<file path="src/rtl/vga_text_pkg.sv">
// Shared constants, palette and character-word layout for the text-mode pixel pipeline.
package vga_text_pkg;

  localparam int unsigned TXT_PIPE_STAGES  = 3;
  localparam int unsigned GLYPH_W          = 8;
  localparam int unsigned GLYPH_H          = 16;
  localparam int unsigned CURSOR_FIRST_ROW = 14;
  localparam int unsigned RGB_W            = 12;

  // CGA-ordered 16-colour palette, {R,G,B} nibbles
  localparam logic [RGB_W-1:0] PALETTE [16] = '{
    12'h000, 12'h00A, 12'h0A0, 12'h0AA,
    12'hA00, 12'hA0A, 12'hA50, 12'hAAA,
    12'h555, 12'h55F, 12'h5F5, 12'h5FF,
    12'hF55, 12'hF5F, 12'hFF5, 12'hFFF
  };

  typedef struct packed {
    logic [3:0] bg;
    logic [3:0] fg;
    logic [7:0] code;
  } char_word_t;

endpackage

</file>
<file path="src/rtl/vga_text_blink.sv">
// Frame counter driven by vsync falling edges; blink_on is high for 16 frames, low for 16.
module vga_text_blink
  import vga_text_pkg::*;
(
  input  logic clk,
  input  logic rst,
  input  logic pix_en,
  input  logic vsync_i,
  output logic blink_on
);

  localparam int unsigned CNT_W = 5;

  logic [CNT_W-1:0] frame_cnt;
  logic [CNT_W-1:0] frame_cnt_nxt_c;
  logic             vs_prev;
  logic             fall_c;

  assign fall_c          = vs_prev & ~vsync_i;
  assign frame_cnt_nxt_c = frame_cnt + CNT_W'(1);

  // Count vsync falls on pixel ticks; blink_on tracks the counter MSB in the same cycle
  always_ff @(posedge clk) begin
    if (!rst) begin
      frame_cnt <= '0;
      vs_prev   <= 1'b1;
      blink_on  <= 1'b1;
    end else if (pix_en) begin
      vs_prev <= vsync_i;
      if (fall_c) begin
        frame_cnt <= frame_cnt_nxt_c;
        blink_on  <= ~frame_cnt_nxt_c[CNT_W-1];
      end
    end
  end

endmodule

</file>
<file path="src/rtl/vga_text_gen.sv">
// Text-mode pixel generator: cell address -> char RAM -> font ROM -> palette RGB, syncs delayed to match.
module vga_text_gen
  import vga_text_pkg::*;
#(
  parameter int unsigned COLS        = 80,
  parameter int unsigned ROWS        = 30,
  parameter int unsigned HPOS_WIDTH  = 10,
  parameter int unsigned VPOS_WIDTH  = 10,
  parameter int unsigned CADDR_WIDTH = 12
) (
  input  logic                   clk,
  input  logic                   rst,
  input  logic                   pix_en,
  input  logic [HPOS_WIDTH-1:0]  hpos_i,
  input  logic [VPOS_WIDTH-1:0]  vpos_i,
  input  logic                   display_on_i,
  input  logic                   hsync_i,
  input  logic                   vsync_i,
  output logic [CADDR_WIDTH-1:0] char_addr,
  input  logic [15:0]            char_data,
  output logic [11:0]            font_addr,
  input  logic [7:0]             font_data,
  input  logic                   cursor_en,
  input  logic [6:0]             cursor_col,
  input  logic [4:0]             cursor_row,
  output logic [RGB_W-1:0]       rgb,
  output logic                   hsync_o,
  output logic                   vsync_o,
  output logic                   display_on_o
);

  localparam int unsigned GROW_W = $clog2(GLYPH_H);
  localparam int unsigned BSEL_W = $clog2(GLYPH_W);
  localparam int unsigned COL_W  = 7;
  localparam int unsigned ROW_W  = 5;
  localparam int unsigned LAST   = TXT_PIPE_STAGES - 1;

  // Reject configurations whose screen does not fit the character RAM
  if (COLS * ROWS > (2 ** CADDR_WIDTH)) begin : g_cfg_check
    $error("vga_text_gen: COLS*ROWS exceeds character RAM address space");
  end

  logic [COL_W-1:0]       col_c;
  logic [ROW_W-1:0]       row_c;
  logic [CADDR_WIDTH-1:0] addr_c;
  logic                   hit_c;
  char_word_t             word_c;
  logic                   pix_c;
  logic [3:0]             idx_c;
  logic                   blink_on;
  logic                   unused_ok;

  logic [GROW_W-1:0] s0_grow, s1_grow;
  logic [BSEL_W-1:0] s0_bsel, s1_bsel;
  logic              s0_hit, s1_hit;
  logic [3:0]        s1_fg, s1_bg;
  logic [LAST:0]     hs_q, vs_q, de_q;

  assign col_c     = hpos_i[BSEL_W +: COL_W];
  assign row_c     = vpos_i[GROW_W +: ROW_W];
  assign addr_c    = CADDR_WIDTH'(32'(row_c) * COLS + 32'(col_c));
  assign hit_c     = cursor_en & (col_c == cursor_col) & (row_c == cursor_row);
  assign word_c    = char_word_t'(char_data);
  assign pix_c     = font_data[BSEL_W'(GLYPH_W - 1) - s1_bsel]
                   ^ (s1_hit & blink_on & (s1_grow >= GROW_W'(CURSOR_FIRST_ROW)));
  assign idx_c     = pix_c ? s1_fg : s1_bg;
  assign unused_ok = ^{hpos_i[HPOS_WIDTH-1:BSEL_W+COL_W-1], vpos_i[VPOS_WIDTH-1:GROW_W+ROW_W]};

  assign hsync_o      = hs_q[LAST];
  assign vsync_o      = vs_q[LAST];
  assign display_on_o = de_q[LAST];

  vga_text_blink u_blink (
    .clk      (clk),
    .rst      (rst),
    .pix_en   (pix_en),
    .vsync_i  (vsync_i),
    .blink_on (blink_on)
  );

  // S0: issue character RAM address and latch per-pixel context
  always_ff @(posedge clk) begin
    if (!rst) begin
      char_addr <= '0;
      s0_grow   <= '0;
      s0_bsel   <= '0;
      s0_hit    <= 1'b0;
    end else if (pix_en) begin
      char_addr <= addr_c;
      s0_grow   <= vpos_i[GROW_W-1:0];
      s0_bsel   <= hpos_i[BSEL_W-1:0];
      s0_hit    <= hit_c;
    end
  end

  // S1: capture character word and issue font ROM address
  always_ff @(posedge clk) begin
    if (!rst) begin
      font_addr <= '0;
      s1_grow   <= '0;
      s1_bsel   <= '0;
      s1_hit    <= 1'b0;
      s1_fg     <= '0;
      s1_bg     <= '0;
    end else if (pix_en) begin
      font_addr <= {word_c.code, s0_grow};
      s1_grow   <= s0_grow;
      s1_bsel   <= s0_bsel;
      s1_hit    <= s0_hit;
      s1_fg     <= word_c.fg;
      s1_bg     <= word_c.bg;
    end
  end

  // S2: pick glyph bit, apply cursor, map through palette, blank outside active video
  always_ff @(posedge clk) begin
    if (!rst) begin
      rgb <= '0;
    end else if (pix_en) begin
      rgb <= de_q[LAST-1] ? PALETTE[idx_c] : '0;
    end
  end

  // Sync/display delay line matching the three-stage pixel path
  always_ff @(posedge clk) begin
    if (!rst) begin
      hs_q <= '1;
      vs_q <= '1;
      de_q <= '0;
    end else if (pix_en) begin
      hs_q <= {hs_q[LAST-1:0], hsync_i};
      vs_q <= {vs_q[LAST-1:0], vsync_i};
      de_q <= {de_q[LAST-1:0], display_on_i};
    end
  end

endmodule

</file>
<file path="config.mk">
export PLATFORM = sky130hd
export DESIGN_NAME = vga_text_gen
export DESIGN_NICKNAME = d
export VERILOG_FILES = /design/src/rtl/vga_text_pkg.sv /design/src/rtl/vga_text_blink.sv /design/src/rtl/vga_text_gen.sv
export SDC_FILE = /design/constraint.sdc
export NUM_CORES = 1
export LEC_CHECK = 0
export CORE_MARGIN = 8
export CORE_UTILIZATION = 48
export CTS_BUF_LIST = sky130_fd_sc_hd__clkbuf_4 sky130_fd_sc_hd__clkbuf_8 sky130_fd_sc_hd__clkbuf_16
export DETAILED_ROUTE_END_ITERATION = 16
export PLACE_DENSITY = 0.84
export SLEW_MARGIN = 20
export SYNTH_ARGS = -nofsm -noshare
export SYNTH_HDL_FRONTEND = slang
export SYNTH_SLANG_ARGS = --single-unit
</file>
<file path="constraint.sdc">
create_clock -name clk -period 5.3 [get_ports clk]
set_input_delay 1.06 -clock clk [delete_from_list [all_inputs] [get_ports clk]]
set_output_delay 1.06 -clock clk [all_outputs]
set_load 0.02 [all_outputs]
</file>
==> run metrics, run 1 <==
status=finished clean; Startpoint Class=input port; root buffer cell=clkbuf_8; Final Critical Period=3070 ps; crit-path leading delay family=adder cells; worst-case vdd ir drop=289 uV; Starting Density=0.493; CP max FO=4; share of the synthesized area in the top cell type=0.442; Tot GR Track Use=0.163; clk sinks=64; vias in the first global route=2323; initial antenna violation count=0; Synth cell types=35; width of the die=93.7 um; first-pass GRT wire length=11.4 mm; count leader, synth=dfxtp_1; drt total wl=6.86 mm; required time worst endpoint=5480 ps; Final GP Congestion=0.774; core area=5890 um^2; slowest cell on the critical path=clkdlybuf4s50_1; Buf+Inv Stages, Crit Path=1; Post-CTS Setup Bufs=0; Hold Vio Cnt, Final=0; dpl ws=1870 ps; Hold WC Path Type=reg2reg; Final #Nets=458; Power Density=287 nW/um^2; CP Cell Sequence=clkdlybuf4s50_1 -> ha_1 -> ha_1 -> fa_1 -> xnor2_1 -> and3b_1 -> xnor2_1 -> a21oi_1; post-route ant nets=0; # setup viols final=0; relative slew slack=0.386; DRC violation total after the first TritonRoute iteration=79; Slew @ Worst Pin=921 ps; DR WL/cell=14.8 um; total of max-cap violations=0; setup ws final=2230 ps; post-synthesis cell count=291; RSZ-0062 raised after global routing=false; clk_lat worst skew=330 ps; setup TNS=0 ps; FP Rows=28; Setup crit end kind=flop; Via Count=2337; Die H=93.7 um; I/O Buffers=100; layout cell share with drive strength beyond 1=0.0541; DRC viols=0; Main synth FF type=dfxtp_1; ANT cells=0; fmax=325 MHz; critical path's largest stage delay=520 ps; critical path type=in2reg; flops & latches, synth=64; Vias/cell=5.05; Mean Syn Cell Area=9.96 um^2; placed insts=447; period utilisation layout=0.580; CTS resizes=0; Yosys warnings=0; clk slew on worst S/H paths=70 ps; Synthesized Nets=366; die area=8780 um^2; hpwl dp=5.00 mm; Async SR Flop Fraction=0; Clock Path Buffers=2; CP arrival=3250 ps; H-tree Lvls=3; total congestion overflow=0; sequential fraction of the synthesis area=0.442; LEAKAGE=1.69 nW; I/O pin count=102; Area contributors post-synth=dfxtp_1 44%, mux2i_1 17%, nor2_1 6.2%; largest net degree at the start of global routing=67; fin. max-slew vios=0; hold buffer count at cts=0; drt first pass iters=4; clk_skew=6.66 ps; Post-Synthesis Cell Area=2900 um^2; total power=0.00118 W; CTS tree=done; area delta synth->final=41.9%; most frequent cells after synthesis=64 x dfxtp_1, 50 x mux2i_1, 48 x nor2_1; Post-synth EDFFs=0; biggest area consumer among synthesized cells=dfxtp_1; non-filler cells in the finished layout=463; TritonCTS Buffers=9
==> flip-flops by register name, indices dropped and copies added, names as in the netlist, 4 cells and up <==
register and count:
font_addr 12, s1_fg 4, u_blink.frame_cnt 5, rgb 5, char_addr 12, s0_grow 4
s1_bg 4
==> layout by cell type (no fill, tap or decap), drive strengths merged, types with 3 or more instances in the layout <==
cell type and n:
clkdlybuf4s50 99, nand3 8, nand2 15, a21oi 9, ha 10, clkbuf 10, dfxtp 64, xor2 3
mux2i 51, nand4 3, a21o 3, clkinv 5, nor2 48, nand2b 6, xnor2 20, o21ai 9
==> layer usage <==
layer  wire length, um  global-route usage  vias to the layer above  share of wire
li1                  -                   -                     1180              -
met1              2980               0.193                     1085           0.43
met2              3310               0.266                       66           0.48
met3               513              0.0592                        6          0.075
met4                53              0.0555                        0         0.0077
met5                 0                   0                        -              0
==> power breakdown <==
part	leakage (nW)	internal [W]	total [W]	switching [W]
Combinational	1.05	0.000116	0.000208	0.0000920
Clock	0.113	0.000268	0.000453	0.000184
Sequential	0.525	0.000505	0.000519	0.0000138
Total	1.69	0.000890	0.00118	0.000290
==> cell families after synthesis <==
| group | Yosys count | share of synthesized area |
|---|---|---|
| AOI/OAI and AO/OA | 30 | 0.0617 |
| xor gates and xnor gates | 23 | 0.0721 |
| adders and majority gates | 12 | 0.0570 |
| buffers and inverters | 21 | 0.0363 |
| DFF | 64 | 0.442 |
| muxes | 54 | 0.199 |
| and+or+nand+nor | 87 | 0.132 |
==> area by class of cell <==
cell class | instances | area, um^2
repair buffers | 101 | 1010
well taps | 75 | 93.8
inverters | 1 | 3.75
flip-flops and latches | 64 | 1280
clock inverters | 6 | 83.8
clock buffers | 10 | 131
multi-input cells | 206 | 1510
fillers | 435 | 1770
==> stage by stage <==
step           hold slack, ps   util  instance area, um^2
6_report                  474  0.699                 4110
5_1_grt                   505  0.699                 4110
4_1_cts                   479  0.699                 4110
3_5_place_dp              463  0.662                 3900
3_3_place_gp              455  0.662                 3900
2_1_floorplan             441      -                 2900
==> worst register-to-register path, cell delays in order (launching register included) <==
cell     delay [ps]
dfxtp_1         390
mux4_1          590
mux2i_2         230
xor2_2          360
mux2_2          380
a21oi_1         130
==> path summary, 6_finish.rpt <==
path	endpoint	slack, ps	from	cells past startpoint
worst min register to register	s0_hit	470	s0_hit	2
worst min-delay path	s0_hit	470	s0_hit	2
worst max-delay path	char_addr[10]	2230	vpos_i[5]	8
worst max register to register	rgb[7]	3150	s1_bsel[0]	5
Power figures use the tool's default switching activity.
==> inputs of run 2 (changes only) <==
Settings changed: CORE_UTILIZATION 48 to 41, PLACE_DENSITY 0.84 to 0.76.
Clock period 5.3 ns to 2.7 ns, I/O delays scaled along.
==> run 2 against run 1 <==
Net effect: combinational power increased by 100%; power increased by 88%; sequential share of layout area decreased by 0.49 points; non-clock buffer count increased by 9; clock skew about the same; global-route usage decreased by 1.9 points; highest routed layer unchanged; register-to-register slack got worse by 2500 ps; count of clock-buffer cells in the layout decreased by 1.
==> run metrics, run 2 (same netlist as run 1, synthesis figures left out) <==
vias in the first global route=2466 (+6.2%); clk_skew=6.76 ps (+0.0984 ps); Largest regs=char_addr x12, font_addr x12; root buffer cell=clkbuf_8; most frequent cells in the layout=99 x clkdlybuf4s50_1, 64 x dfxtp_1, 50 x mux2i_1; Clock Path Buffers=2 (unchanged); status=finished clean; Hold Vio Cnt, Final=0 (unchanged); DRC viols=0 (unchanged); clk sinks=64 (unchanged); setup ws final=366 ps (-1860 ps); Worst Setup SP=vpos_i[5]; relative slew slack=0.663 (+0.277); Die H=100 um (+6.8%); Post-CTS Setup Bufs=0 (unchanged); I/O pin count=102 (unchanged); DRC violation total after the first TritonRoute iteration=47 (-41%); I/O Buffers=100 (unchanged); worst hold slack=479 ps (+4.61 ps); Reg-to-Reg End=rgb[7]; power share of the clock group=0.352 (-0.032); Slew @ Worst Pin=505 ps (-416 ps); hpwl dp=5.35 mm (+7.0%); commonest non-fill, non-tap cell in the layout=clkdlybuf4s50_1; Reg2Reg Setup Slack=670 ps (-2480 ps); drt total wl=6.85 mm (-0.25%); Final GP Congestion=0.816 (+5.4%); ANT cells=0 (unchanged); drt first pass iters=4 (unchanged); worst-case vdd ir drop=317 uV (+9.5%); P_int=0.00165 W (+85%); total of max-cap violations=0 (unchanged); CTS resizes=0 (unchanged); switching share of power=0.258 (+0.0124); period utilisation layout=0.864; CTS tree=done; required time worst endpoint=2900 ps (-2580 ps); layout cell share with drive strength beyond 1=0.0756 (+0.0214); total congestion overflow=0 (unchanged); dpl ws=7.43 ps (-1870 ps); Final #Nets=467 (+2.0%); clk_lat worst skew=340 ps (about the same); Worst R2R Path Depth=5 (unchanged); Final Critical Period=2330 ps; # setup viols final=0 (unchanged); DR WL/cell=13.9 um (-6.3%); clk slew on worst S/H paths=70 ps (about the same); H-tree Lvls=3 (unchanged); Via Count=2352 (+0.64%); Tot GR Track Use=0.144 (-0.0190); largest net degree at the start of global routing=37 (-45%); die area=10000 um^2 (+14%); LEAKAGE=1.72 nW (+1.7%); first-pass GRT wire length=11.4 mm (+0.43%); NetSw=0.000573 W (+98%); Power Density=531 nW/um^2 (+85%); width of the die=100 um (+6.8%); area delta synth->final=44.1%; TritonCTS Buffers=9 (unchanged); Vias/cell=4.77 (-5.5%); critical path type=in2reg; Setup crit end kind=flop; crit path to=char_addr[10]; fmax=428 MHz; setup TNS=0 ps (unchanged); RSZ-0062 raised after global routing=false; Comb power frac=0.189 (+0.013); fin. max-slew vios=0 (unchanged); hold buffer count at cts=0 (unchanged); CP arrival=2540 ps (-710 ps); initial antenna violation count=0 (unchanged); Hold WC Path Type=reg2reg; Reg power frac=0.459 (+0.019); post-route ant nets=0 (unchanged); CP max FO=3 (-1); worst r2r src=s1_bsel[0]; FP Rows=30 (+7.1%); filler cell count=629 (+45%); Starting Density=0.424 (-0.0682); core area=6830 um^2 (+16%); Startpoint Class=input port
run 2: power groups by stage:
stage	Combinational, W	Sequential [W]	Clock (W)
final	0.000420	0.00102	0.000781
after global routing	0.000458	0.00102	0.000855
after CTS	0.000426	0.00102	0.000809
after detailed placement	0.000424	0.00104	0
after global placement	0.000417	0.00104	0
after floorplan	0.000195	0.00107	0
run 2: per-stage QoR:
step | std cells | total power [W] | cell area (um^2) | util
6_report | 493 | 0.00222 | 4180 | 0.612
5_1_grt | 493 | 0.00234 | 4180 | 0.612
4_1_cts | 493 | 0.00225 | 4180 | 0.612
3_5_place_dp | 477 | 0.00146 | 3990 | 0.584
3_3_place_gp | 477 | 0.00146 | 3990 | 0.584
2_1_floorplan | 291 | 0.00126 | 2900 | -
run 2: layout make-up:
cell class,instances,area (um^2),share of cell area
flip-flops and latches,64,1280,0.307
repair buffers,110,1070,0.257
clock buffers,9,124,0.0296
multi-input cells,206,1510,0.362
inverters,1,3.75,0.000898
clock inverters,7,62.6,0.0150
well taps,96,120,0.0288
run 2: how the worst min path moves through the flow:
stage | from | end | depth (start not counted)
2_1_floorplan | hs_q[0] | hs_q[0] | 2
3_3_place_gp | hs_q[1] | hs_q[1] | 2
3_5_place_dp | vs_q[2] | vs_q[2] | 2
4_1_cts | s0_hit | s0_hit | 2
5_1_grt | char_addr[6] | char_addr[6] | 2
6_report | s0_hit | s0_hit | 2
run 2: metal layers:
metal	part of all wire	routed length (um)	vias up	track usage
li1	-	-	1193	-
met2	0.47	3250	73	0.235
met5	0	0	-	0
met1	0.43	2920	1078	0.160
met3	0.080	549	8	0.0588
met4	0.018	122	0	0.0698
run 2: critical path: stages:
cell             delay, ps
clkdlybuf4s50_1        430
ha_1                   300
ha_1                   220
fa_1                   400
xnor2_1                220
and3b_1                210
xnor2_1                130
a21oi_1                 80
